===== config.mk =====
export PLATFORM = sky130hd
export DESIGN_NAME = pipe_stage_reg_flat
export DESIGN_NICKNAME = d
export VERILOG_FILES = /design/src/rtl/pipe_pkg.sv /design/src/rtl/pipe_stage_reg_if.sv /design/src/rtl/pipe_entry.sv /design/src/rtl/pipe_stage_reg.sv /design/src/flat_wrapper.sv
export SDC_FILE = /design/constraint.sdc
export NUM_CORES = 1
export LEC_CHECK = 0
export CORE_ASPECT_RATIO = 0.8
export CORE_MARGIN = 2
export CORE_UTILIZATION = 25
export DETAILED_ROUTE_END_ITERATION = 8
export GPL_TIMING_DRIVEN = 0
export PLACE_DENSITY_LB_ADDON = 0.25
export SYNTH_ARGS = -nofsm -noshare
export SYNTH_HDL_FRONTEND = slang
export SYNTH_SLANG_ARGS = --single-unit

===== constraint.sdc =====
create_clock -name clk -period 2.63 [get_ports clk]
set_input_delay 0.789 -clock clk [delete_from_list [all_inputs] [get_ports clk]]
set_output_delay 0.789 -clock clk [all_outputs]
set_load 0.1 [all_outputs]

===== src/rtl/pipe_pkg.sv =====
// Shared pipeline-register types: occupancy states, default widths and ctrl bit positions.
package pipe_pkg;

    typedef enum logic [1:0] {
        EMPTY = 2'd0,
        ONE   = 2'd1,
        TWO   = 2'd2
    } occ_e;

    localparam int PIPE_DATA_W = 64;
    localparam int PIPE_CTRL_W = 8;

    // Bit positions inside the ctrl field, shared by every stage that decodes it.
    localparam int CTRL_REGWRITE = 0;
    localparam int CTRL_MEMREAD  = 1;
    localparam int CTRL_MEMWRITE = 2;
    localparam int CTRL_BRANCH   = 3;
    localparam int CTRL_MEMTOREG = 4;

endpackage


===== src/rtl/pipe_stage_reg_if.sv =====
// Valid/ready handshake bundle between two pipeline stages, seen from both sides of one register.
interface pipe_stage_reg_if #(
    parameter int DATA_W = 64,
    parameter int CTRL_W = 8
);
    logic              in_valid;
    logic [DATA_W-1:0] in_data;
    logic [CTRL_W-1:0] in_ctrl;
    logic              in_ready;
    logic              out_valid;
    logic [DATA_W-1:0] out_data;
    logic [CTRL_W-1:0] out_ctrl;
    logic              out_ready;

    // The pipeline register itself.
    modport slave (
        input  in_valid, in_data, in_ctrl, out_ready,
        output in_ready, out_valid, out_data, out_ctrl
    );

    // The surrounding stages (upstream producer and downstream consumer).
    modport master (
        output in_valid, in_data, in_ctrl, out_ready,
        input  in_ready, out_valid, out_data, out_ctrl
    );
endinterface


===== src/rtl/pipe_entry.sv =====
// One storage slot (valid + data + ctrl); updates on the falling clock edge.
// clr drops only the valid bit so the payload lingers; rst clears everything.
module pipe_entry #(
    parameter int DATA_W = 64,
    parameter int CTRL_W = 8
) (
    input  logic              clk,
    input  logic              rst,
    input  logic              clr,
    input  logic              load,
    input  logic [DATA_W-1:0] d_data,
    input  logic [CTRL_W-1:0] d_ctrl,
    output logic              vld,
    output logic [DATA_W-1:0] data,
    output logic [CTRL_W-1:0] ctrl
);

    always_ff @(negedge clk) begin
        if (rst) begin
            vld  <= 1'b0;
            data <= '0;
            ctrl <= '0;
        end else if (clr) begin
            vld  <= 1'b0;
        end else if (load) begin
            vld  <= 1'b1;
            data <= d_data;
            ctrl <= d_ctrl;
        end
    end

endmodule


===== src/rtl/pipe_stage_reg.sv =====
// Elastic inter-stage register with flush and bubble masking; one-edge latency (falling edge).
// PIPE_STAGE_SKID_EN: two-entry skid with registered in_ready; otherwise single entry, in_ready = out_ready | ~out_valid.
module pipe_stage_reg
    import pipe_pkg::*;
#(
    parameter int DATA_W = PIPE_DATA_W,
    parameter int CTRL_W = PIPE_CTRL_W
) (
    input  logic               clk,
    input  logic               rst,
    input  logic               flush,
    pipe_stage_reg_if.slave    bus
);

    logic              accept;
    logic              issue;
    logic              main_load;
    logic              main_clr;
    logic [DATA_W-1:0] main_d_data;
    logic [CTRL_W-1:0] main_d_ctrl;
    logic              main_vld;
    logic [DATA_W-1:0] main_data;
    logic [CTRL_W-1:0] main_ctrl;

    assign accept = bus.in_valid & bus.in_ready;
    assign issue  = main_vld & bus.out_ready;

    pipe_entry #(.DATA_W(DATA_W), .CTRL_W(CTRL_W)) u_main (
        .clk    (clk),
        .rst    (rst),
        .clr    (main_clr),
        .load   (main_load),
        .d_data (main_d_data),
        .d_ctrl (main_d_ctrl),
        .vld    (main_vld),
        .data   (main_data),
        .ctrl   (main_ctrl)
    );

`ifdef PIPE_STAGE_SKID_EN
    localparam logic [1:0] ST_EMPTY = EMPTY;
    localparam logic [1:0] ST_ONE   = ONE;
    localparam logic [1:0] ST_TWO   = TWO;

    logic [1:0]        state_q;
    logic [1:0]        state_d;
    logic              rdy_q;
    logic              main_from_skid;
    logic              skid_load;
    logic              skid_clr;
    logic              skid_vld;
    logic [DATA_W-1:0] skid_data;
    logic [CTRL_W-1:0] skid_ctrl;

    pipe_entry #(.DATA_W(DATA_W), .CTRL_W(CTRL_W)) u_skid (
        .clk    (clk),
        .rst    (rst),
        .clr    (skid_clr),
        .load   (skid_load),
        .d_data (bus.in_data),
        .d_ctrl (bus.in_ctrl),
        .vld    (skid_vld),
        .data   (skid_data),
        .ctrl   (skid_ctrl)
    );

    always_comb begin
        state_d        = state_q;
        main_load      = 1'b0;
        main_clr       = 1'b0;
        main_from_skid = 1'b0;
        skid_load      = 1'b0;
        skid_clr       = 1'b0;
        if (flush) begin
            state_d  = ST_EMPTY;
            main_clr = 1'b1;
            skid_clr = 1'b1;
        end else begin
            case (state_q)
                ST_EMPTY: begin
                    if (accept) begin
                        state_d   = ST_ONE;
                        main_load = 1'b1;
                    end
                end
                ST_ONE: begin
                    if (accept && issue) begin
                        main_load = 1'b1;
                    end else if (accept) begin
                        state_d   = ST_TWO;
                        skid_load = 1'b1;
                    end else if (issue) begin
                        state_d  = ST_EMPTY;
                        main_clr = 1'b1;
                    end
                end
                ST_TWO: begin
                    // in_ready is low here, so the only legal move is skid -> main.
                    if (issue) begin
                        state_d        = ST_ONE;
                        main_load      = 1'b1;
                        main_from_skid = 1'b1;
                        skid_clr       = 1'b1;
                    end
                end
                default: begin
                    state_d  = ST_EMPTY;
                    main_clr = 1'b1;
                    skid_clr = 1'b1;
                end
            endcase
        end
    end

    assign main_d_data = main_from_skid ? skid_data : bus.in_data;
    assign main_d_ctrl = main_from_skid ? skid_ctrl : bus.in_ctrl;

    always_ff @(negedge clk) begin
        if (rst) begin
            state_q <= ST_EMPTY;
            rdy_q   <= 1'b1;
        end else begin
            state_q <= state_d;
            rdy_q   <= (state_d != ST_TWO);
        end
    end

    assign bus.in_ready = rdy_q;
`else
    always_comb begin
        main_load = 1'b0;
        main_clr  = 1'b0;
        if (flush) begin
            main_clr = 1'b1;
        end else if (accept) begin
            main_load = 1'b1;
        end else if (issue) begin
            main_clr = 1'b1;
        end
    end

    assign main_d_data  = bus.in_data;
    assign main_d_ctrl  = bus.in_ctrl;
    assign bus.in_ready = bus.out_ready | ~main_vld;
`endif

    assign bus.out_valid = main_vld;
    assign bus.out_data  = main_data;
    // A killed or drained slot must never present live control bits downstream.
    assign bus.out_ctrl  = main_ctrl & {CTRL_W{main_vld}};

endmodule


===== src/flat_wrapper.sv =====
// flat-port wrapper written by rule: the top's interface ports become plain ports
module pipe_stage_reg_flat import pipe_pkg::*;
#(
    parameter int DATA_W = PIPE_DATA_W,
    parameter int CTRL_W = PIPE_CTRL_W
)
  (clk, rst, flush, bus_in_valid, bus_in_data, bus_in_ctrl, bus_out_ready, bus_in_ready, bus_out_valid, bus_out_data, bus_out_ctrl);
  pipe_stage_reg_if #(.DATA_W(DATA_W), .CTRL_W(CTRL_W)) bus_i ();
  input  logic clk;
  input  logic rst;
  input  logic flush;
  input wire logic [$bits(bus_i.in_valid)-1:0] bus_in_valid;
  input wire logic [$bits(bus_i.in_data)-1:0] bus_in_data;
  input wire logic [$bits(bus_i.in_ctrl)-1:0] bus_in_ctrl;
  input wire logic [$bits(bus_i.out_ready)-1:0] bus_out_ready;
  output wire logic [$bits(bus_i.in_ready)-1:0] bus_in_ready;
  output wire logic [$bits(bus_i.out_valid)-1:0] bus_out_valid;
  output wire logic [$bits(bus_i.out_data)-1:0] bus_out_data;
  output wire logic [$bits(bus_i.out_ctrl)-1:0] bus_out_ctrl;
  assign bus_i.in_valid = bus_in_valid;
  assign bus_i.in_data = bus_in_data;
  assign bus_i.in_ctrl = bus_in_ctrl;
  assign bus_i.out_ready = bus_out_ready;
  assign bus_in_ready = bus_i.in_ready;
  assign bus_out_valid = bus_i.out_valid;
  assign bus_out_data = bus_i.out_data;
  assign bus_out_ctrl = bus_i.out_ctrl;
  pipe_stage_reg #(.DATA_W(DATA_W), .CTRL_W(CTRL_W)) u_core (.clk(clk), .rst(rst), .flush(flush), .bus(bus_i));
endmodule

==> results of run 1 <==
## flip-flops by register name, summed over array words and instances, names as in the netlist
register / cells
u_core.u_main.ctrl: 8
u_core.u_main.data: 64
u_core.u_main.vld: 1
## synth_stat cells
| cell type | number |
|---|---|
| nand2b_1 | 144 |
| dfxtp_1 | 73 |
| mux2i_1 | 72 |
| clkbuf_1 | 14 |
| and2_2 | 8 |
| buf_12 | 7 |
| buf_2 | 2 |
| inv_1 | 2 |
| buf_6 | 1 |
| nor2_1 | 1 |
| nor2b_4 | 1 |
| nor3_1 | 1 |
| nor3b_2 | 1 |
## layout make-up
cell class | instances | area [sq um] | area share, %
plain buffers | 19 | 135 | 1.94
clock buffers | 9 | 225 | 3.23
clock inverters | 79 | 317 | 4.54
inverters | 1 | 3.75 | 0.0538
multi-input cells | 228 | 1740 | 24.9
flip-flops and latches | 73 | 1710 | 24.4
well taps | 180 | 225 | 3.23
repair buffers | 180 | 2630 | 37.7
## kinds of logic (layout without fill, tap and decap cells)
group	count (synthesis)	count (layout)	share of synthesized area, %
DFF	73	73	43.0
and+or+nand+nor	156	156	29.3
buffers and inverters	26	288	6.51
muxes	72	72	21.2
## report_power, final
group / internal (mW) / switching, mW
logic: 0.461 / 0.545
registers: 1.15 / 0.0604
clock network: 0.784 / 0.798
## per-layer routing
metal,track usage [%],share of wire [%],vias to the layer above
met5,0,0,-
met2,22.8,46,114
li1,-,-,1566
met1,17.3,45,1443
met4,8.57,1.4,0
met3,6.66,7.6,13
## worst max-delay path: stages (launching register included)
cell,delay (ns)
dfxtp_4,0.36
nor2b_4,0.13
inv_1,0.07
buf_8,0.20
## cells in the final DEF, fill, tap and decap left out, types with 9 or more instances in the layout
cell type        instances
clkbuf_16                9
dfxtp_4                 65
mux2i_1                 71
nand2b_1               144
buf_4                   15
inv_1                   74
clkdlybuf4s50_1         72
buf_12                  85
## path summary, 6_finish.rpt
kind                                       startpoint                      to  slack [ns]  depth (start not counted)
worst max-delay path                u_core.u_main.vld            bus_in_ready       -0.62                          3
worst min-delay path            u_core.u_main.ctrl[6]   u_core.u_main.ctrl[6]        0.47                          2
worst max register to register      u_core.u_main.vld  u_core.u_main.data[37]        0.99                          8
worst min register to register  u_core.u_main.ctrl[6]   u_core.u_main.ctrl[6]        0.47                          2
## timing repair
action / in CTS / in global routing
resized for setup: 699 / 10
gates cloned: 9 / 0
pin swaps: 1 / 1
setup buffers: 15 / 14
endpoints found under the setup margin: 146 / 146
## per-stage QoR
step                      instances  TNS [ns]  power [mW]  hold WS (ns)  utilization, %
after floorplan                 327    -23.54        1.93         0.443               -
after detailed placement        656   -138.49        2.19         0.460            40.0
after global routing            769    -58.31        4.08         0.484            52.0
after global placement          656   -136.26        2.19         0.456            40.0
final                           769    -51.08        3.79         0.467            52.0
after CTS                       767    -52.85        3.91         0.470            52.8
==> flow_summary_export.csv, run 1 <==
group,metric,value,unit
clock_network,cts_tree,"built",
detailed_routing,first_iter_violations,65,
detailed_routing,vias_per_cell,4.08,
power,powerDensity,544,nW/um^2
placement,place_congestion,0.708,
sta,setup_viol_count_final,146,
finish,n_fill_cell,1162,
setup_path,required,1.84,ns
sta,slew-limit-headroom,72.9,%
grt,grt_pass1_vias,3616,
sta,rsz0062_at_grt,"yes",
detailed_routing,wire_per_inst,13.6,um
floorplanning,ioPinCount,151,
floorplanning,core,13400,sq um
status,violations,"setup timing",
finish,antenna_cells,0,
clock_network,cts_max_path_buffers,2,
sta,tightest_slew,0.406,ns
clock_network,cts_buffers,9,
logic_synthesis,syn_area_per_cell,10.4,sq um
finish,area_growth,105,%
floorplanning,rows,38,
logic_synthesis,seq_area_frac_synth,43.0,%
clock_network,hold_buffers,0,
grt,grt_max_degree,13,
logic_synthesis,synthCells,327,
sta,slew_violations,0,
sta,hold_viol,0,
finish,layout-drive-gt1-share,35.7,%
clock_network,cts.clk_slew.worst_paths,0.03,ns
clock_network,root_buffer,"clkbuf_16",
floorplanning,die_h,108,um
logic_synthesis,synth_top_area_share,43.0,%
min_path,hp-class,"flop to flop",
sta,finClkSkew,0.0253,ns
floorplanning,die_area,14600,sq um
grt,grt_pass1_wl,17.2,mm
finish,layout.nets,662,
placement,io_buffer_count,149,
logic_synthesis,yosys_register_bits,73,
grt,antenna_found_initial,0,
placement,place_area,5370,sq um
power,p_leak,2.94,nW
setup_path,path_class,"flop to output pin",
logic_synthesis,syn_nets,404,
detailed_routing,wl,10.5,mm
status,status,"finished with violations",
clock_network,htreeDepth,3,
placement,hpwlAfterDp,6.46,mm
setup_path,end_kind,"output pin",
clock_network,clk_latency,0.41,ns
detailed_routing,detail-route-antenna-nets,0,
floorplanning,die_x,134,um
logic_synthesis,ys_top_cells_by_area,"dfxtp_1 (43%), nand2b_1 (26%), mux2i_1 (21%)",
logic_synthesis,yosys_warnings,0,
detailed_routing,vias,3136,
sta,fin_ws,-0.622,ns
grt,grt_util_all_layers,14.9,%
logic_synthesis,synth_top_area_cell,"dfxtp_1",
floorplanning,start_util,25.4,%
clock_network,clock_sinks,73,
logic_synthesis,yosysUniqueCellTypes,13,
finish,final_cell_area,6980,sq um
grt,overflow,0,
placement,dp_slack,-1.16,ns
setup_path,critPathArrivalTime,2.46,ns
setup_path,cp-start-kind,"flop",
flow_run,max_cap_violations,0,
logic_synthesis,synth_area,3400,sq um
detailed_routing,drc_errors,0,
setup_path,path_max_fanout,10,
detailed_routing,drt_first_pass_iters,4,
power,peakVddDrop,271,uV
Note: power is estimated with default switching activity, not from simulation.
==> run 2: changes to the inputs <==
Settings changed: ABC_CLOCK_PERIOD_IN_PS from default to 2630, GPL_TIMING_DRIVEN 0 to default.
==> run 2 against run 1 <==
- the run still ends with setup timing left
- global-route usage decreased by 1.6 points
- routed wire length decreased by 10%
- critical path depth increased by 1
- sequential power about the same
- largest cell class unchanged
- largest power group unchanged
- highest routed layer unchanged
==> flow_summary_export.csv, run 2 (synthesis results as in run 1) <==
group,metric,value,unit
status,status,"finished with violations",
status,violations,"setup timing",
placement,io_buffer_count,150,
clock_network,hold_buffers,0,
clock_network,clock_sinks,73,
sta,finClkSkew,0.0118,ns
detailed_routing,wire_per_inst,12.5,um
finish,reg_top3,"u_core.u_main.data (64), u_core.u_main.ctrl (8), u_core.u_main.vld (1)",
finish,seq_area,1710,sq um
floorplanning,die_h,108,um
sta,hold_viol,0,
clock_network,htreeDepth,3,
grt,antenna_found_initial,0,
sta,setup_viol_count_final,146,
flow_run,max_cap_violations,0,
min_path,hold_path_depth,2,
floorplanning,die_area,14600,sq um
finish,layout-drive-gt1-share,35.0,%
clock_network,cts_buffers,9,
setup_path,crit_buf_inv,3,
detailed_routing,vias,3017,
setup_path,worstReg2RegStart,"u_core.u_main.vld",
detailed_routing,drc_errors,0,
finish,multiInputGateArea,1730,sq um
min_path,hp-class,"flop to flop",
setup_path,r2r_slack,1.01,ns
power,peakVddDrop,288,uV
floorplanning,rows,38,
finish,regMostFlops,"u_core.u_main.data",
sta,slew_violations,0,
sta,tightest_slew,0.217,ns
clock_network,cts_max_path_buffers,2,
setup_path,r2r_cells,8,
finish,largest_reg_flops,64,
setup_path,cp_slowest_cell,"dfxtp_4",
grt,grt_max_degree,77,
finish,final_common_cell,"nand2b_1",
setup_path,end_kind,"output pin",
finish,n_fill_cell,1207,
placement,hpwlAfterDp,6.24,mm
floorplanning,die_x,134,um
floorplanning,ioPinCount,151,
sta,rsz0062_at_grt,"yes",
detailed_routing,first_iter_violations,71,
finish,area_growth,103,%
min_path,hold_end,"u_core.u_main.ctrl[6]",
min_path,min_from,"u_core.u_main.ctrl[6]",
sta,fin_ws,-0.657,ns
detailed_routing,drt_first_pass_iters,3,
placement,dp_slack,-0.910,ns
sta,slew-limit-headroom,85.5,%
floorplanning,start_util,25.4,%
clock_network,root_buffer,"clkbuf_16",
finish,layout.nets,644,
finish,final_util,51.5,%
sta,holdWs,0.468,ns
finish,antenna_cells,0,
power,powerDensity,570,nW/um^2
setup_path,r2r_end,"u_core.u_main.data[29]",
placement,place_congestion,0.725,
grt,grt_util_all_layers,13.3,%
setup_path,cp_top_family,"flip-flops",
grt,grt_pass1_vias,3291,
floorplanning,core,13400,sq um
setup_path,required,1.84,ns
power,p_leak,2.91,nW
clock_network,cts.clk_slew.worst_paths,0.03,ns
setup_path,worstPathCellList,"nor2b_4 -> buf_6 -> inv_4 -> buf_12",
detailed_routing,detail-route-antenna-nets,0,
setup_path,path_max_fanout,4,
clock_network,cts_tree,"built",
grt,overflow,0,
setup_path,critPathArrivalTime,2.50,ns
setup_path,path_class,"flop to output pin",
grt,grt_pass1_wl,15.3,mm
detailed_routing,wl,9.39,mm
clock_network,clk_latency,0.40,ns
finish,final_cell_mix,"nand2b_1 (144), buf_12 (80), inv_1 (73)",
setup_path,cpPeakStageDelay,0.35,ns
setup_path,cp-start-kind,"flop",
detailed_routing,vias_per_cell,4.01,
[run 2: cell types whose count changed in the layout (fill, tap and decap cells not counted), moves of 2 or more]
cell,change
inv_4,+2
buf_12,-5
clkbuf_1,-8
buf_4,-8
clkinv_4,-2
buf_8,-3
bufinv_16,+2
clkbuf_2,-5
buf_6,+10
and2_2,-8
and2_4,+8
[run 2: report_power, final]
part	switching [mW]	leakage, nW	internal [mW]
registers	0.0595	0.644	1.15
logic	0.531	1.73	0.445
clock network	0.778	0.541	0.978
total	1.37	2.91	2.57
[run 2: final cells by class]
type                    count  area share [%]
inverters                   1          0.0905
repair buffers            181            38.3
clock inverters            80            5.29
multi-input cells         228            25.1
clock buffers               9            3.26
well taps                 180            3.26
flip-flops and latches     73            24.7
[run 2: how the worst max path moves through the flow]
stage,to,slack (ns),startpoint,cells after the start
3_5_place_dp,u_core.u_main.data[33],-0.91,bus_out_ready,6
6_report,bus_in_ready,-0.66,u_core.u_main.vld,4
5_1_grt,bus_in_ready,-0.71,u_core.u_main.vld,4
3_3_place_gp,u_core.u_main.data[28],-0.88,bus_out_ready,6
2_1_floorplan,bus_in_ready,-0.68,u_core.u_main.vld,2
4_1_cts,bus_in_ready,-0.68,u_core.u_main.vld,4
[run 2: repair_timing]
item / CTS / global route
gates cloned: 5 / 0
resized for setup: 33 / 13
pin swaps: 2 / 1
buffers inserted: 9 / 8
endpoints found under the setup margin: 147 / 146
[run 2: stage by stage]
step / instance area [sq um] / setup TNS, ns / cells / power [mW]
after global placement: 6090 / -64.87 / 650 / 2.32
after global routing: 6910 / -55.56 / 752 / 4.20
final: 6910 / -48.97 / 752 / 3.94
after floorplan: 3650 / -23.54 / 327 / 1.93
after CTS: 6970 / -45.95 / 752 / 4.06
after detailed placement: 6090 / -65.35 / 650 / 2.33
[run 2: routing by layer]
layer / routed length, um / global-route usage, % / up-vias
li1: - / - / 1540
met1: 4310 / 15.8 / 1360
met2: 4080 / 18.7 / 107
met3: 876 / 7.27 / 10
met4: 120 / 8.35 / 0
met5: 0 / 0 / -
[run 2: tightest hold or removal path, delay by kind of cell, from the launching register on]
family | cells | cell delay [ns]
DFF | 1 | 0.30
muxes | 1 | 0.06
and+or+nand+nor | 1 | 0.06
